--- src/rtl/pipe_stage_reg.sv ---
// Generic valid/ready pipeline stage register with a 2-entry skid buffer,
// flush-to-bubble and a saturating stall-cycle counter for performance debug.
module pipe_stage_reg #(
    parameter int                DATA_W      = 64,
    parameter logic [DATA_W-1:0] BUBBLE_DATA = '0,
    parameter int                CNT_W       = 32
) (
    input  logic              clk,
    input  logic              reset,
    input  logic              flush,
    input  logic              in_valid,
    input  logic [DATA_W-1:0] in_data,
    output logic              in_ready,
    output logic              out_valid,
    output logic [DATA_W-1:0] out_data,
    input  logic              out_ready,
    output logic [1:0]        occupancy,
    output logic [CNT_W-1:0]  stall_cycles
);

    localparam logic [CNT_W-1:0] CNT_ONE = CNT_W'(1);
    localparam logic [CNT_W-1:0] CNT_MAX = '1;

    logic              skid_valid;
    logic [DATA_W-1:0] skid_data;

    logic              accept;
    logic              drain;
    logic              stall;
    logic              main_valid_nxt;
    logic [DATA_W-1:0] main_data_nxt;
    logic              skid_valid_nxt;
    logic [DATA_W-1:0] skid_data_nxt;

    assign accept    = in_valid & in_ready;
    assign drain     = out_valid & out_ready;
    assign stall     = out_valid & ~out_ready;
    assign occupancy = {1'b0, out_valid} + {1'b0, skid_valid};

    always_comb begin
        main_valid_nxt = out_valid;
        main_data_nxt  = out_data;
        skid_valid_nxt = skid_valid;
        skid_data_nxt  = skid_data;
        if (flush) begin
            main_valid_nxt = 1'b0;
            main_data_nxt  = BUBBLE_DATA;
            skid_valid_nxt = 1'b0;
        end else if (!out_valid || out_ready) begin
            if (skid_valid) begin
                // in_ready is low while skid is full, so no accept competes here
                main_valid_nxt = 1'b1;
                main_data_nxt  = skid_data;
                skid_valid_nxt = 1'b0;
            end else begin
                main_valid_nxt = accept;
                if (accept) begin
                    main_data_nxt = in_data;
                end
            end
        end else if (accept) begin
            skid_valid_nxt = 1'b1;
            skid_data_nxt  = in_data;
        end
    end

    always_ff @(posedge clk) begin
        if (reset) begin
            out_valid    <= 1'b0;
            out_data     <= BUBBLE_DATA;
            skid_valid   <= 1'b0;
            skid_data    <= BUBBLE_DATA;
            in_ready     <= 1'b1;
            stall_cycles <= '0;
        end else begin
            out_valid  <= main_valid_nxt;
            out_data   <= main_data_nxt;
            skid_valid <= skid_valid_nxt;
            skid_data  <= skid_data_nxt;
            // registered copy of !skid_valid keeps in_ready free of comb paths
            in_ready   <= ~skid_valid_nxt;
            if (stall && stall_cycles != CNT_MAX) begin
                stall_cycles <= stall_cycles + CNT_ONE;
            end
        end
    end

endmodule
--- config.mk ---
export PLATFORM = sky130hd
export DESIGN_NAME = pipe_stage_reg
export DESIGN_NICKNAME = d
export VERILOG_FILES = /design/src/rtl/pipe_stage_reg.sv
export SDC_FILE = /design/constraint.sdc
export NUM_CORES = 1
export LEC_CHECK = 0
export BUFFER_PORTS_ARGS = -buffer_cell sky130_fd_sc_hd__buf_2
export CORE_UTILIZATION = 53
export DETAILED_ROUTE_END_ITERATION = 10
export HOLD_SLACK_MARGIN = 0.06
export PLACE_DENSITY = 0.9
export SYNTH_ARGS = -nofsm -noshare
export SYNTH_HDL_FRONTEND = slang
export SYNTH_SLANG_ARGS = --single-unit
--- constraint.sdc ---
create_clock -name clk -period 2.25 [get_ports clk]
set_clock_uncertainty 0.1 [all_clocks]
set_input_delay 0.1125 -clock clk [delete_from_list [all_inputs] [get_ports clk]]
set_output_delay 0.1125 -clock clk [all_outputs]
set_load 0.05 [all_outputs]
# After elaboration in Yosys (flattened, before gate mapping)
# Cells that the tools add are included.
# totals
ff_bits	163
in_bits	69
out_inout_bits	100
# classes
n_addsub	2
eq_ne	1
n_mux	6
n_bitwise	6
n_reduce_logical	7
# op_table
operator	count
64-bit two-way mux	2
32-bit by 1-bit adder with 32-bit output, second input constant	1
32-bit inequality test, second input constant	1
1-bit two-way mux	4
1-bit inverter	4
3-bit AND reduction	1
1-bit by 1-bit adder with 2-bit output	1
1-bit bitwise AND	2
2-bit AND reduction	1
2-bit nonzero test	1
2-bit OR reduction	1
1-bit logical AND	1
1-bit zero test	1
1-bit logical OR	1

# Logic depth before layout (Yosys ltp)
# Gate-level depths: netlist of run 1.
# depth
word_depth	5
mapped_depth	8
mapped_depth_nobuf	6

# Worst setup path after synthesis of run 1
# OpenSTA, ideal clock, no wires.
# synth_path
path_type	register to register
from	register stall_cycles[3]
to	register stall_cycles[15]
arrival_time_ns	2.289
t_required_ns	2.027
slack_ns	-0.262
path_stages_with_launch	7
path_buffers	1
path_cell_list	dfxtp_1 > nand3_2 > or4_4 > nor3_4 > buf_6 > nor3b_1 > mux2_1
# synth_via
elab_chain_len	2
word_cells_on_any_way	3
# synth_lines
item	line_no	rtl
start: declaration	18	output logic [CNT_W-1:0] stall_cycles
start signal: assignment	83	stall_cycles <= stall_cycles + CNT_ONE;
branches (longest 2 deep; another with 32-bit by 1-bit adder with 32-bit output)	--	
# Several ways; the timed one is not identified.
# A chain may end at the register's enable or synchronous reset.

# Worst setup path after layout of run 1
# layout_path
from	register stall_cycles[15]
to	register stall_cycles[19]
# The elaborated chain is that of the path after synthesis.

==> impl_metrics.csv, run 1 <==
group,metric,value,unit
run_status,outcome,"complete, no violations",
global_routing,grtUsageTotal,29.5,%
die,core,12200,µm²
sta,rsz0062_at_grt,"false",
yosys,synthMuxAreaShare,10.2,%
worst_setup_path,max_stage_delay,0.56,ns
clock_network,cts_buffers,17,
global_routing,overflow,0,
cells_and_area,fillers,855,
clock_network,h-tree-depth,4,
yosys,synth-adder-area-share,0.371,%
place,place_hpwl,10700,µm
yosys,ys.flop_type,"dfxtp_1",
sta,period_needed,2.12,ns
sta,fin_ws,0.129,ns
sta,fin_crit_sh,94.3,%
yosys,synth_edf_count,0,
sta,tns,0,ns
detailed_routing,wl,19200,µm
detailed_routing,vias,6632,
min_path,holdCritStartpoint,"out_ready",
yosys,synthXorXnorAreaFrac,0.259,%
yosys,synth_compound_area_share,16.9,%
worst_setup_path,critical_path_class,"reg -> reg",
run,maxCapViolCount,0,
yosys,yosysWarnings,0,
die,die_w,115,µm
yosys,synth_cell_types,42,
detailed_routing,via_per_inst,5.66,
die,die_h,115,µm
yosys,syn-cell-area,6750,µm²
worst_setup_path,cp-end-kind,"flip-flop",
yosys,async_flop_share,0,%
yosys,syn_inst,779,
worst_setup_path,worst-r2r-setup-slack,0.13,ns
worst_setup_path,critPathLaunchType,"flip-flop",
worst_setup_path,crit_family,"simple AND/OR/NAND/NOR gates",
sta,drv_slew,0,
detailed_routing,wire_per_inst,16.4,µm
worst_setup_path,crit_fanout,18,
worst_setup_path,path_cells,"nand4_1 -> or4_4 -> nor3_4 -> buf_6 -> or4_1 -> a21oi_1",
worst_setup_path,worstPathRequired,2.42,ns
cells_and_area,final_util,74.2,%
detailed_routing,ant_nets,0,
pwr,p_leak,3.48,nW
worst_setup_path,critPathSlowestCell,"or4_4",
die,ioPinCount,169,
cells_and_area,final_cell_mix,"167 x buf_2, 141 x nand2_1, 139 x dfxtp_1",
sta,max_slew_margin,52.1,%
cells_and_area,drive_gt1_share,25.0,%
detailed_routing,route.detailed.drc,0,
yosys,synth_area_per_cell,8.67,µm²
worst_setup_path,cp.buffers_inverters,1,
detailed_routing,drt_iter0_drc,510,
yosys,synthSimpleGateAreaFrac,20.0,%
sta,setup_viol,0,
min_path,hold_end,"stall_cycles[12]",
cells_and_area,num-nets-final,1062,
clock_network,cts_root_buf,"clkbuf_16",
clock_network,clock-sinks,163,
die,start_util,55.3,%
die,fp.dieArea,13200,µm²
worst_setup_path,regToRegEndpoint,"stall_cycles[19]",
die,rows,40,
sta,hold_viol,0,
place,pre_cts_ws,0.134,ns
global_routing,antenna_found_initial,1,
global_routing,grt_pass1_vias,6474,
worst_setup_path,r2r_start,"stall_cycles[15]",
yosys,synth_nets,850,
yosys,seq_area_frac_synth,48.3,%
sta,hold_slack,0.100,ns
clock_network,clk-insertion-delay-late,0.42,ns
global_routing,grt_pass1_wl,30600,µm
place,finalWeightedCongestion,0.863,
clock_network,clkTransAtPathRegs,0.06,ns
clock_network,clock_path_buffers,2,
clock_network,tritoncts,"yes",
detailed_routing,first_pass_iters,5,
pwr,power-per-cell-area,705,nW/µm²
worst_setup_path,reg2reg_depth,6,
cells_and_area,final_common_cell,"buf_2",
worst_setup_path,worstPathArrival,2.29,ns
cells_and_area,syn_to_final_growth,34.1,%
min_path,min-delay-path-class,"in -> reg",
pwr,ir_drop,624,µV
min_path,min_delay_path_depth,5,
sta,worst_pin_slew,0.719,ns
yosys,synth_top_family_by_area,"simple AND/OR/NAND/NOR gates",
sta,max_freq,0.471,GHz
yosys,ys_seq_elements,163,
place,io_buffers,168,
global_routing,grt_max_degree,83,
==> worst min-delay path: stages <==
cell and delay, ns:
buf_2 0.13, nand4b_1 0.12, nor4_1 0.07, nor2_1 0.09, a211oi_1 0.05
==> routing by layer <==
metal	global-route usage [%]	share of wire [%]	vias to the layer above
met5	0	0	-
met4	13.6	2.6	0
met3	9.01	7.1	49
met2	50.6	50	274
met1	33.6	40	3117
li1	-	-	3192
==> synthesized netlist by cell type, types with 2 or more instances <==
cell	count	area, µm²
nor4b_1	2	17.5
and4_1	3	26.3
and3_1	2	12.5
a211oi_1	67	503
nand3_1	9	45.0
nand4b_1	2	17.5
ha_1	2	25.0
or3_1	7	43.8
buf_6	2	22.5
a21oi_1	89	445
o31ai_1	17	128
nor3_1	5	25.0
nand4_1	12	75.1
dfxtp_1	163	3260
nor4_1	5	31.3
mux2_1	2	22.5
clkbuf_1	50	188
mux2i_1	65	651
inv_1	7	26.3
nor2b_1	4	25.0
o21ai_1	2	10.0
or2_2	2	12.5
or4_1	16	120
o21ai_0	6	30.0
nand2_1	141	529
buf_1	6	22.5
nor2_1	76	285
==> worst max path at each step <==
stage                     startpoint                to  slack [ns]  depth (start not counted)
floorplan           stall_cycles[26]  stall_cycles[15]       0.005                          6
global placement     stall_cycles[8]  stall_cycles[21]        0.17                          6
detailed placement   stall_cycles[7]  stall_cycles[31]        0.13                          6
CTS                 stall_cycles[15]  stall_cycles[19]        0.12                          6
global route        stall_cycles[15]  stall_cycles[19]        0.02                          6
finish              stall_cycles[15]  stall_cycles[19]        0.13                          6
==> kinds of logic (layout without fill, tap and decap cells) <==
| group | Yosys count | after routing |
|---|---|---|
| xor+xnor | 2 | 2 |
| buf+inv | 66 | 289 |
| compound gates | 184 | 184 |
| flops | 163 | 163 |
| simple gates | 294 | 294 |
| fa+ha+maj | 2 | 2 |
| mux | 68 | 68 |
| other cells | 0 | 2 |
==> state kept, by name (all words and copies together), names as in the netlist <==
register	count
out_data	64
skid_data	64
stall_cycles	32
in_ready	1
out_valid	1
skid_valid	1
==> final cells by class <==
class | instances | area [µm²] | area share, %
sequential | 163 | 3320 | 36.6
multi-input combinational | 550 | 3250 | 35.9
timing repair buffer | 252 | 1700 | 18.8
clock buffer | 21 | 460 | 5.08
tap | 168 | 210 | 2.32
clock inverter | 9 | 82.6 | 0.912
inverter | 7 | 26.3 | 0.290
antenna | 2 | 5.00 | 0.0552
==> stage by stage <==
stage	power, mW	area, µm²	instances
floorplan	3.43	6820	779
global placement	3.61	7860	1075
detailed placement	3.62	7860	1075
CTS	6.39	9050	1170
global route	6.59	9060	1171
finish	6.38	9060	1172
==> report_power, final <==
part	leakage [nW]	internal, mW	switching [mW]
logic	1.88	0.242	0.454
registers	1.34	2.94	0.0380
clock network	0.265	1.56	1.14
==> timing repair <==
item                                    CTS  global route
resized for setup                         0             1
hold endpoints to repair                130             0
endpoints found under the setup margin    0             7
setup buffers                             0             0
hold buffers                             65             0
Power figures use the tool's default switching activity.
==> run 2: changes to the inputs <==
--- a/config.mk
+++ b/config.mk
@@ -9,7 +9,7 @@
 export CORE_UTILIZATION = 53
 export DETAILED_ROUTE_END_ITERATION = 10
 export HOLD_SLACK_MARGIN = 0.06
-export PLACE_DENSITY = 0.9
+export PLACE_DENSITY = 0.77
 export SYNTH_ARGS = -nofsm -noshare
 export SYNTH_HDL_FRONTEND = slang
 export SYNTH_SLANG_ARGS = --single-unit
==> run 2 against run 1 <==
  * Count of clock-buffer cells in the layout grew 5
  * Setup slack lost 0.022 ns
  * Final cell count grew 0.17%
  * Combinational power is essentially flat
  * Final area grew 0.33%
  * Largest cell class unchanged
  * Largest power group unchanged
==> impl_metrics.csv, run 2 (synthesis gave the netlist of run 1 again) <==
group,metric,value,unit
global_routing,grt_pass1_vias,6006,
cells_and_area,syn_to_final_growth,34.6,%
pwr,switchingPower,1.57,mW
die,rows,40,
global_routing,grtUsageTotal,28.1,%
sta,period_needed,2.14,ns
sta,hold_viol,0,
worst_setup_path,crit_fanout,8,
cells_and_area,multi_input_area,3250,µm²
place,place_hpwl,10400,µm
cells_and_area,reg.largest.list,"out_data: 64 flops, skid_data: 64 flops, stall_cycles: 32 flops",
detailed_routing,via_per_inst,5.52,
die,core,12200,µm²
clock_network,h-tree-depth,4,
detailed_routing,wl,18500,µm
clock_network,clkTransAtPathRegs,0.06,ns
die,die_w,115,µm
detailed_routing,ant_nets,0,
clock_network,clock_path_buffers,2,
place,finalWeightedCongestion,0.857,
cells_and_area,num-nets-final,1066,
sta,fin_crit_sh,95.3,%
cells_and_area,final_cell_mix,"168 x buf_2, 141 x nand2_1, 139 x dfxtp_1",
cells_and_area,antenna_cells,0,
run_status,outcome,"complete, no violations",
sta,rsz0062_at_grt,"false",
pwr,p_comb_share,10.9,%
detailed_routing,wl_met2,8830,µm
pwr,p_leak,3.51,nW
cells_and_area,drive_gt1_share,25.0,%
cells_and_area,final_common_cell,"buf_2",
sta,setup_viol,0,
clock_network,post_cts_buffers,0,
detailed_routing,vias,6483,
run,maxCapViolCount,0,
sta,tns,0,ns
pwr,power,6.36,mW
clock_network,ctsResizeCount,0,
worst_setup_path,critPathLaunchType,"flip-flop",
place,io_buffers,168,
clock_network,clock-sinks,163,
pwr,p_sw_share,24.6,%
pwr,power-per-cell-area,700,nW/µm²
clock_network,cts_buffers,17,
pwr,intPower,4.80,mW
sta,drv_slew,0,
pwr,seq_power_share,46.7,%
global_routing,grt_max_degree,129,
pwr,p_clk_share,42.3,%
global_routing,grt_pass1_wl,29000,µm
sta,worst_pin_slew,0.707,ns
die,start_util,55.3,%
die,die_h,115,µm
die,ioPinCount,169,
die,fp.dieArea,13200,µm²
cells_and_area,fillers,906,
detailed_routing,met3_length,1260,µm
worst_setup_path,worstPathArrival,2.35,ns
detailed_routing,m1WireLength,8090,µm
clock_network,cts_root_buf,"clkbuf_16",
worst_setup_path,cp-end-kind,"flip-flop",
min_path,min-delay-path-class,"in -> reg",
detailed_routing,wire_per_inst,15.7,µm
detailed_routing,dr.max_layer_used,"met4",
worst_setup_path,worst-r2r-setup-slack,0.11,ns
sta,max_freq,0.467,GHz
clock_network,tritoncts,"yes",
sta,max_slew_margin,52.9,%
worst_setup_path,critical_path_class,"reg -> reg",
clock_network,clk-insertion-delay-late,0.42,ns
pwr,ir_drop,610,µV
detailed_routing,first_pass_iters,4,
global_routing,overflow,0,
detailed_routing,route.detailed.drc,0,
detailed_routing,drt_iter0_drc,523,
global_routing,antenna_found_initial,0,
worst_setup_path,worstPathRequired,2.46,ns
cells_and_area,seqCellArea,3320,µm²
clock_network,cts_hold_buf,66,
run 2: layout make-up:
class	count	share of cell area, %
well taps	168	2.31
clock buffers	26	5.85
inverters	7	0.289
multi-input cells	550	35.8
clock inverters	4	0.220
flip-flops and latches	163	36.5
repair buffers	256	19.0
run 2: path summary, 6_finish.rpt:
check | startpoint | endpoint | cells past startpoint
worst min-delay path | reset | stall_cycles[1] | 3
worst max-delay path | stall_cycles[0] | stall_cycles[7] | 6
worst min register to register | skid_data[6] | skid_data[6] | 2
worst max register to register | stall_cycles[0] | stall_cycles[7] | 6
run 2: routing by layer:
| metal | vias up | global-route usage, % |
|---|---|---|
| met5 | - | 0 |
| met4 | 0 | 10.6 |
| met2 | 215 | 47.2 |
| met3 | 27 | 8.43 |
| met1 | 3030 | 33.8 |
| li1 | 3211 | - |
run 2: per-stage QoR:
| stage | setup WS (ns) | cells | utilization, % | area, µm² | hold slack, ns |
|---|---|---|---|---|---|
| 6_report | 0.106 | 1174 | 74.4 | 9090 | 0.129 |
| 4_1_cts | 0.116 | 1174 | 74.4 | 9090 | 0.135 |
| 3_3_place_gp | 0.164 | 1078 | 64.5 | 7880 | 0.264 |
| 2_1_floorplan | 0.00545 | 779 | - | 6820 | 0.148 |
| 5_1_grt | 0.0315 | 1174 | 74.4 | 9090 | 0.159 |
| 3_5_place_dp | 0.136 | 1078 | 64.5 | 7880 | 0.270 |
run 2: worst max-delay path, cell delays in order, from the launching register on:
cell and delay, ns:
dfxtp_4 0.37, ha_4 0.15, nand4_1 0.09, or4_4 0.48, nor3_4 0.40, nor4b_1 0.13
mux2_4 0.31
run 2: power by group through the flow:
stage	Combinational (mW)	Clock [mW]	Sequential [mW]
6_report	0.694	2.69	2.97
4_1_cts	0.681	2.73	2.97
3_5_place_dp	0.590	0	3.03
3_3_place_gp	0.585	0	3.03
5_1_grt	0.743	2.85	2.98
2_1_floorplan	0.212	0	3.22
